**src/rtl/csa_mult_seq_if.sv**
```systemverilog
// ---------------------------------------------------------------------------
// csa_mult_seq_if
//
// Purpose: bundles the request and result signals of the sequential
// carry-save multiplier so that the requester and the multiplier share
// one port.
//
// Signals:
//   start     requester -> multiplier  begin a multiply (taken only when idle)
//   a         requester -> multiplier  24-bit unsigned multiplicand
//   b         requester -> multiplier  24-bit unsigned multiplier
//   busy      multiplier -> requester  high whenever the multiplier is not idle
//   valid     multiplier -> requester  one-cycle pulse, result vectors final
//   sum_vec   multiplier -> requester  48-bit carry-save sum vector
//   carry_vec multiplier -> requester  48-bit carry-save carry vector
//
// Modports:
//   master  the requester side (drives start/a/b)
//   slave   the multiplier side (drives busy/valid/sum_vec/carry_vec)
// ---------------------------------------------------------------------------
interface csa_mult_seq_if;
  logic        start;
  logic [23:0] a;
  logic [23:0] b;
  logic        busy;
  logic        valid;
  logic [47:0] sum_vec;
  logic [47:0] carry_vec;

  modport master (
    output start,
    output a,
    output b,
    input  busy,
    input  valid,
    input  sum_vec,
    input  carry_vec
  );

  modport slave (
    input  start,
    input  a,
    input  b,
    output busy,
    output valid,
    output sum_vec,
    output carry_vec
  );
endinterface

```
**src/rtl/csa_mult_seq.sv**
```systemverilog
// ---------------------------------------------------------------------------
// csa_mult_seq
//
// Purpose: 24x24 unsigned shift-and-add multiplier that keeps its running
// total in carry-save form. One partial product is folded into the
// (sum_vec, carry_vec) pair per clock with a row of full adders, so no
// carry chain exists inside the loop. The requester finishes the multiply
// with a 48-bit adder: a*b == sum_vec + carry_vec while valid is high.
//
// Ports:
//   clk    rising-edge clock
//   rst_n  asynchronous, active-low reset
//   bus    csa_mult_seq_if.slave
//            start/a/b in, busy/valid/sum_vec/carry_vec out
//
// Configuration:
//   CSA_MULT_EARLY_TERM_EN  when defined, the loop stops as soon as the
//                           remaining multiplier bits are all zero, so the
//                           latency becomes (index of highest set bit of b)+1
//                           edges, minimum 1. When undefined, every multiply
//                           takes exactly 24 edges.
// ---------------------------------------------------------------------------
module csa_mult_seq (
  input  logic                 clk,
  input  logic                 rst_n,
  csa_mult_seq_if.slave        bus
);

  typedef enum logic [1:0] {
    IDLE = 2'd0,
    RUN  = 2'd1,
    DONE = 2'd2
  } state_t;

  localparam logic [4:0] LAST_ITER = 5'd23;

  state_t      state_q,  state_d;
  logic [47:0] a_reg_q,  a_reg_d;
  logic [23:0] b_reg_q,  b_reg_d;
  logic [47:0] sum_q,    sum_d;
  logic [47:0] carry_q,  carry_d;
  logic [4:0]  cnt_q,    cnt_d;

  logic [47:0] pp;
  logic [47:0] maj;

  // State register. Reset clears everything so an aborted multiply leaves
  // no trace on the result vectors.
  always_ff @(posedge clk or negedge rst_n) begin
    if (!rst_n) begin
      state_q <= IDLE;
      a_reg_q <= '0;
      b_reg_q <= '0;
      sum_q   <= '0;
      carry_q <= '0;
      cnt_q   <= '0;
    end else begin
      state_q <= state_d;
      a_reg_q <= a_reg_d;
      b_reg_q <= b_reg_d;
      sum_q   <= sum_d;
      carry_q <= carry_d;
      cnt_q   <= cnt_d;
    end
  end

  // Carry-save accumulation step: a row of full adders adds the current
  // partial product to the (sum, carry) pair. The majority term moves up one
  // weight; its top bit can never be set because the running total stays
  // below 2^48, so dropping it in the shift loses nothing.
  always_comb begin
    pp  = b_reg_q[0] ? a_reg_q : 48'd0;
    maj = (sum_q & carry_q) | (sum_q & pp) | (carry_q & pp);
  end

  // Next-state and datapath control. Every register holds by default, which
  // keeps the finished result visible through IDLE until the next start.
  always_comb begin
    state_d = state_q;
    a_reg_d = a_reg_q;
    b_reg_d = b_reg_q;
    sum_d   = sum_q;
    carry_d = carry_q;
    cnt_d   = cnt_q;

    case (state_q)
      IDLE: begin
        if (bus.start) begin
          a_reg_d = {24'd0, bus.a};
          b_reg_d = bus.b;
          sum_d   = '0;
          carry_d = '0;
          cnt_d   = '0;
          state_d = RUN;
        end
      end

      RUN: begin
        sum_d   = sum_q ^ carry_q ^ pp;
        carry_d = maj << 1;
        a_reg_d = a_reg_q << 1;
        b_reg_d = b_reg_q >> 1;
        cnt_d   = cnt_q + 5'd1;
        if (cnt_q == LAST_ITER) begin
          state_d = DONE;
        end
`ifdef CSA_MULT_EARLY_TERM_EN
        // Once no multiplier bits remain, further iterations would only add
        // zero partial products, so finish now.
        if (b_reg_d == 24'd0) begin
          state_d = DONE;
        end
`endif
      end

      DONE: begin
        state_d = IDLE;
      end

      default: begin
        state_d = IDLE;
      end
    endcase
  end

  assign bus.busy      = (state_q != IDLE);
  assign bus.valid     = (state_q == DONE);
  assign bus.sum_vec   = sum_q;
  assign bus.carry_vec = carry_q;

endmodule

```
**src/flat_wrapper.sv**
```systemverilog
// flat-port wrapper written by rule: the top's interface ports become plain ports
module csa_mult_seq_flat 
  (clk, rst_n, bus_start, bus_a, bus_b, bus_busy, bus_valid, bus_sum_vec, bus_carry_vec);
  csa_mult_seq_if bus_i ();
  input  logic clk;
  input  logic rst_n;
  input wire logic [$bits(bus_i.start)-1:0] bus_start;
  input wire logic [$bits(bus_i.a)-1:0] bus_a;
  input wire logic [$bits(bus_i.b)-1:0] bus_b;
  output wire logic [$bits(bus_i.busy)-1:0] bus_busy;
  output wire logic [$bits(bus_i.valid)-1:0] bus_valid;
  output wire logic [$bits(bus_i.sum_vec)-1:0] bus_sum_vec;
  output wire logic [$bits(bus_i.carry_vec)-1:0] bus_carry_vec;
  assign bus_i.start = bus_start;
  assign bus_i.a = bus_a;
  assign bus_i.b = bus_b;
  assign bus_busy = bus_i.busy;
  assign bus_valid = bus_i.valid;
  assign bus_sum_vec = bus_i.sum_vec;
  assign bus_carry_vec = bus_i.carry_vec;
  csa_mult_seq u_core (.clk(clk), .rst_n(rst_n), .bus(bus_i));
endmodule
```
**config.mk**
```make
export PLATFORM = sky130hd
export DESIGN_NAME = csa_mult_seq_flat
export DESIGN_NICKNAME = d
export VERILOG_FILES = /design/src/rtl/csa_mult_seq_if.sv /design/src/rtl/csa_mult_seq.sv /design/src/flat_wrapper.sv
export SDC_FILE = /design/constraint.sdc
export NUM_CORES = 1
export LEC_CHECK = 0
export CORE_ASPECT_RATIO = 0.9
export CORE_UTILIZATION = 34
export CTS_CLUSTER_DIAMETER = 200
export DETAILED_ROUTE_END_ITERATION = 10
export GPL_TIMING_DRIVEN = 0
export PLACE_DENSITY_LB_ADDON = 0.08
export SLEW_MARGIN = 5
export SYNTH_ARGS = -nofsm -noshare
export SYNTH_HDL_FRONTEND = slang
export SYNTH_SLANG_ARGS = --single-unit
```
**constraint.sdc**
```tcl
create_clock -name clk -period 1.5 [get_ports clk]
set_input_delay 0.3 -clock clk [delete_from_list [all_inputs] [get_ports clk]]
set_output_delay 0.3 -clock clk [all_outputs]
set_load 0.03 [all_outputs]
```
==> impl_metrics.csv, run 1 <==
group,metric,value,unit
floorplanning,rows,54,
critical_path,path_cells,"buf_6, buf_6, or2_4, buf_6",
floorplanning,die_w,168,µm
final_layout,nFillCells,2304,
cts,numCtsBuffers,17,
global_routing,grt.overflow.total,0,
power,internal_power,13.0,mW
sta,maxSlewHeadroom,65.6,%
floorplanning,dieArea,0.0256,mm²
critical_path,critPathCaptureType,"output pin",
critical_path,critPathSlowestCell,"dfrtp_1",
detailed_routing,ant_nets,0,
detailed_routing,firstDrtPassIters,4,
sta,finalHoldViolCount,0,
logic_synthesis,yosysWarnings,0,
sta,slew_viol_final,0,
global_routing,grt_pass1_wl,38600,µm
critical_path,crit_type,"flop to output pin",
cts,clk_latency,0.43,ns
power,switchingPower,8.51,mW
logic_synthesis,async_flop_share,100,%
critical_path,start_kind,"flop",
final_layout,area_growth,45.4,%
place,gp_congestion,0.740,
critical_path,arrival,1.48,ns
sta,worstMarginPinSlew,0.516,ns
logic_synthesis,yosysSeqAreaShare,51.4,%
place,post-place-ws,-0.918,ns
power,power_density,1740,mW/mm²
logic_synthesis,synth_cell_types,31,
run_status,violations,"negative setup slack",
power,power_frac_clock,20.3,%
floorplanning,start_util,34.8,%
final_layout,final_area,0.0123,mm²
final_layout,finalNetCount,1155,
detailed_routing,remaining_drc_errors,0,
logic_synthesis,synth-edff-count,0,
critical_path,cp_num_buf_inv,3,
power,p_seq_share,34.7,%
detailed_routing,drtIter0Drc,317,
logic_synthesis,syn_avg_cell_area,10.0,µm²
sta,rsz0062_at_grt,"yes",
critical_path,cp.required,1.20,ns
critical_path,worst_path_most_repeated_cell,"buf_6",
sta,period_share,118,%
critical_path,path_max_fanout,10,
place,place_hpwl,15900,µm
cts,cts.sinks,174,
worst_hold_path,hold_path.class,"primary input to asynchronous set/reset pin",
final_layout,final_core_util,50.6,%
sta,setup_viol,143,
final_layout,insertedDiodeCount,0,
logic_synthesis,synth_top_area_share,51.4,%
logic_synthesis,syn_nets,945,
logic_synthesis,ys_ff_latch,174,
logic_synthesis,synthFlopType,"dfrtp_1",
logic_synthesis,yosysTopAreaCell,"dfrtp_1",
sta,clock_skew,0.0113,ns
floorplanning,die_y,152,µm
run_status,status,"finished, violations left",
global_routing,grtUsageTotal,19.7,%
power,leakagePower,5.14,nW
run,drv_cap,0,
critical_path,crit_family,"flip-flops",
logic_synthesis,synthCells,846,
cts,ctsRootBufferMaster,"clkbuf_16",
floorplanning,core_area,0.0244,mm²
detailed_routing,detail_route.vias_per_cell,4.77,
critical_path,critPathMaxStageDelay,0.40,ns
critical_path,r2r_slack,-0.22,ns
sta,fmax,563,MHz
floorplanning,boundaryPins,149,
place,dp_cells,1330,
cts,htreeDepth,4,
detailed_routing,vias,6693,
global_routing,antenna_found_initial,1,
sta,period_minus_slack,1.78,ns
power,pwr-share-comb,45.0,%
global_routing,first_global_vias,6592,
global_routing,grt_max_degree,96,
logic_synthesis,synth_area_leaders,"dfrtp_1 (51%), fa_1 (11%), o21ai_0 (7.9%)",
detailed_routing,routed_wl,24400,µm
place,port_buffers,147,
power,ir_worst_vdd,718,µV
place,place_area,0.0104,mm²
power,swShare,39.6,%
cts,cts_buffer_depth,2,
logic_synthesis,ys_top_cells_by_count,"dfrtp_1 (174), nand2_1 (143), o21ai_0 (134)",
cts,path_clk_slew,0.07,ns
logic_synthesis,yosysMostFrequentCell,"dfrtp_1",
final_layout,layout-drive-gt1-share,27.6,%
critical_path,r2r-start,"u_core.state_q[1]",
final_layout,fin_cells,1404,
critical_path,startpoint,"u_core.state_q[0]",
detailed_routing,wl_per_cell,17.4,µm
sta,setup_ws,-0.277,ns
logic_synthesis,syn_area,0.00848,mm²
cts,cts_tree,"yes",
-- final cells by class --
cell class	count	area (µm²)	area share, %
buffer	58	678	5.50
clock buffer	20	457	3.70
clock inverter	11	105	0.852
inverter	92	345	2.80
multi-input combinational	520	3770	30.5
sequential	174	4360	35.3
tap	336	420	3.41
timing repair buffer	193	2200	17.9
-- final timing paths --
path | cells after the start | end
max in group asynchronous | 3 | u_core.b_reg_q[0]
hold / removal | 2 | u_core.bus.sum_vec[27]
min in group clk | 1 | u_core.cnt_q[4]
hold reg to reg | 1 | u_core.cnt_q[4]
setup reg to reg | 7 | u_core.cnt_q[2]
setup / recovery | 4 | bus_busy
-- power groups by stage --
stage	clock network (mW)	logic [mW]	registers (mW)
6_report	4.37	9.67	7.47
2_1_floorplan	0	3.49	8.27
3_3_place_gp	0	7.34	7.36
3_5_place_dp	0	7.47	7.35
4_1_cts	4.46	9.08	7.34
5_1_grt	4.67	10.6	7.68
-- cells by family (layout without fill, tap and decap cells) --
family	Yosys count	in the layout	synth area share [%]
and+or+nand+nor	202	202	11.0
muxes	2	2	0.236
xor gates and xnor gates	2	2	0.207
AOI/OAI and AO/OA	265	265	18.3
adders and majority gates	48	48	11.2
DFF	174	174	51.4
other	1	1	0.0442
buffers and inverters	152	374	7.66
-- layer usage --
metal / part of all wire, % / wire, µm / vias up / GRT usage (%)
li1: - / - / 3218 / -
met1: 52 / 12700 / 3329 / 30.8
met2: 43 / 10600 / 128 / 27.9
met3: 3.8 / 915 / 18 / 3.57
met4: 0.92 / 225 / 0 / 4.55
met5: 0 / 0 / - / 0
-- state kept, by name, indices dropped and copies added (netlist names) --
register	count
u_core.state_q	2
u_core.bus.sum_vec	48
u_core.b_reg_q	24
u_core.bus.carry_vec	47
u_core.a_reg_q	48
u_core.cnt_q	5
-- layout by cell type, fill, tap and decap left out, drive strengths merged, types with 2 or more instances in the layout --
master and n:
bufbuf 7, o21ai 142, clkbuf 73, clkdlybuf4s50 48, nand2b 2, mux2i 2
and2 2, dfrtp 174, and2b 17, a21oi 46, clkinv 2, nand2 143
clkinvlp 4, nor2b 30, inv 96, xnor2 2, nand4 2, buf 76
ha 2, fa 46, and3b 2, clkdlybuf4s15 65, a22o 29, a22oi 44
o21bai 2
-- metrics by stage --
stage               hold slack (ns)  power [mW]  setup TNS [ns]
floorplan                   0.00441        11.8         -0.0351
global placement              0.457        14.7        -1407.45
detailed placement            0.347        14.8          -64.65
CTS                           0.468        20.9           -9.37
global route                  0.451        22.9          -21.81
finish                        0.389        21.5          -14.72
-- what timing repair did --
action / in CTS / in global routing
endpoints found under the setup margin: 218 / 283
hold endpoints to repair: 79 / 0
pin swaps: 3 / 14
gates cloned: 12 / 5
gates resized for setup: 465 / 158
hold buffers: 1 / 0
setup buffers: 19 / 8
Power figures use the tool's default switching activity.
==> inputs of run 2 (changes only) <==
Settings changed: MAX_ROUTING_LAYER set to met4.
==> run 2 against run 1 <==
  * Maximum frequency is essentially flat
  * Power is 3.3% higher
  * Flip-flop and latch count is the same
  * The run still ends with negative setup slack left
  * Hold slack improved by 0.0061 ns
  * Sequential share of layout area is 0.81 points lower
  * Largest power group unchanged
  * Clock skew is 0.00063 ns lower
==> impl_metrics.csv, run 2 (synthesis gave the netlist of run 1 again) <==
group,metric,value,unit
run_status,status,"finished, violations left",
run_status,violations,"negative setup slack",
critical_path,path_cells,"buf_8, clkbuf_16, or2_4, buf_6",
sta,setup_viol,160,
critical_path,critPathCaptureType,"output pin",
final_layout,final_area,0.0126,mm²
place,dp_cells,1330,
detailed_routing,drtIter0Drc,301,
sta,hold_ws,0.395,ns
sta,finalHoldViolCount,0,
floorplanning,rows,54,
sta,setup_tns,-21.46,ns
final_layout,final-seq-area,0.00436,mm²
cts,clk_latency,0.43,ns
floorplanning,core_area,0.0244,mm²
worst_hold_path,hold_path.class,"primary input to asynchronous set/reset pin",
power,leakagePower,5.30,nW
critical_path,path_max_fanout,3,
run,drv_cap,0,
detailed_routing,routed_wl,25300,µm
sta,period_share,118,%
cts,cts_tree,"yes",
final_layout,mostFrequentLayoutCells,"dfrtp_1 (172), o21ai_1 (122), nand2_1 (93)",
power,pwr-share-comb,46.4,%
detailed_routing,ant_nets,0,
global_routing,grt_pass1_wl,38600,µm
final_layout,nFillCells,2285,
final_layout,insertedDiodeCount,0,
final_layout,final_core_util,51.7,%
sta,worstMarginPinSlew,0.537,ns
sta,period_minus_slack,1.78,ns
detailed_routing,remaining_drc_errors,0,
critical_path,critPathMaxStageDelay,0.42,ns
floorplanning,die_y,152,µm
sta,fmax,563,MHz
cts,cts.sinks,174,
detailed_routing,vias,6776,
critical_path,crit_family,"flip-flops",
place,place_area,0.0104,mm²
sta,setup_ws,-0.276,ns
detailed_routing,wl_per_cell,18.0,µm
cts,ctsRootBufferMaster,"clkbuf_16",
final_layout,layout-drive-gt1-share,32.1,%
floorplanning,start_util,34.8,%
power,swShare,40.0,%
place,port_buffers,147,
cts,cts_buffer_depth,2,
power,ir_worst_vdd,950,µV
sta,maxSlewHeadroom,64.2,%
power,switchingPower,8.88,mW
global_routing,grt_max_degree,96,
final_layout,fin_cells,1408,
place,gp_congestion,0.749,
sta,clock_skew,0.0107,ns
final_layout,area_growth,48.9,%
floorplanning,dieArea,0.0256,mm²
power,finalPower,22.2,mW
floorplanning,die_w,168,µm
final_layout,multi_input_area,0.00393,mm²
place,place_hpwl,15900,µm
cts,numCtsBuffers,17,
final_layout,layout_commonest_cell,"dfrtp_1",
detailed_routing,firstDrtPassIters,4,
power,power_frac_clock,19.7,%
global_routing,grt.overflow.total,0,
global_routing,grtUsageTotal,20.3,%
final_layout,finalNetCount,1159,
cts,htreeDepth,4,
critical_path,cp.required,1.20,ns
critical_path,arrival,1.48,ns
critical_path,cp_num_buf_inv,3,
detailed_routing,detail_route.vias_per_cell,4.81,
sta,rsz0062_at_grt,"yes",
global_routing,antenna_found_initial,1,
sta,slew_viol_final,0,
floorplanning,boundaryPins,149,
critical_path,start_kind,"flop",
power,p_seq_share,33.9,%
power,power_density,1760,mW/mm²
place,post-place-ws,-0.918,ns
critical_path,crit_type,"flop to output pin",
cts,path_clk_slew,0.07,ns
critical_path,critPathSlowestCell,"dfrtp_2",
global_routing,first_global_vias,6602,
power,internal_power,13.3,mW
## run 2: cell count changes in the layout (fill, tap and decap cells not counted), sizes merged
| cell | change |
|---|---|
| bufbuf | -3 |
| clkbuf | +1 |
| buf | +6 |
## run 2: area by class of cell
class | instances | area share, %
buffer | 57 | 5.28
clock buffer | 20 | 3.62
clock inverter | 11 | 0.833
inverter | 92 | 2.74
multi-input combinational | 520 | 31.2
sequential | 174 | 34.5
tap | 336 | 3.33
timing repair buffer | 198 | 18.5
## run 2: repair_timing
action | 4_1_cts | 5_1_grt
gates cloned | 12 | 10
pin swaps | 3 | 29
hold endpoints to repair | 79 | 0
gates resized for setup | 465 | 257
setup endpoints to repair | 218 | 265
hold buffers | 1 | 0
setup buffers | 19 | 9
## run 2: power groups by stage
| stage | Combinational, mW | Clock, mW | Sequential [mW] |
|---|---|---|---|
| global route | 11.2 | 4.68 | 7.74 |
| finish | 10.3 | 4.38 | 7.53 |
| CTS | 9.08 | 4.46 | 7.34 |
| floorplan | 3.49 | 0 | 8.27 |
| global placement | 7.34 | 0 | 7.36 |
| detailed placement | 7.47 | 0 | 7.35 |
## run 2: path summary, 6_finish.rpt
| path | start | slack, ns | end | cells after the start |
|---|---|---|---|---|
| max | u_core.state_q[1] | -0.28 | bus_busy | 4 |
| max reg2reg | u_core.state_q[1] | -0.27 | u_core.bus.carry_vec[15] | 9 |
| max in group asynchronous | rst_n | 0.26 | u_core.b_reg_q[0] | 3 |
| min in group clk | u_core.cnt_q[4] | 0.47 | u_core.cnt_q[4] | 1 |
| min | rst_n | 0.40 | u_core.bus.sum_vec[27] | 2 |
| min reg2reg | u_core.cnt_q[4] | 0.47 | u_core.cnt_q[4] | 1 |
## run 2: routing by layer
metal	vias up	track usage (%)	wire (µm)	share of wire (%)
met2	135	27.9	11000	43
met4	0	4.55	250	0.99
met5	-	-	0	0
li1	3225	-	-	-
met3	17	3.44	855	3.4
met1	3399	31.0	13200	52
## run 2: worst reg2reg max path: cells and delay by family, from the launching register on
kind	cells	cell delay [ns]
flip-flops	1	0.42
AO/OA/AOI/OAI	2	0.24
buffers and inverters	6	0.93
AND/OR/NAND/NOR	1	0.06
==> inputs of run 3 (changes only) <==
Settings changed: SLEW_MARGIN 5 to unset.
==> results of run 3 <==
The final DEF is identical to that of run 2; final timing and power are the same.
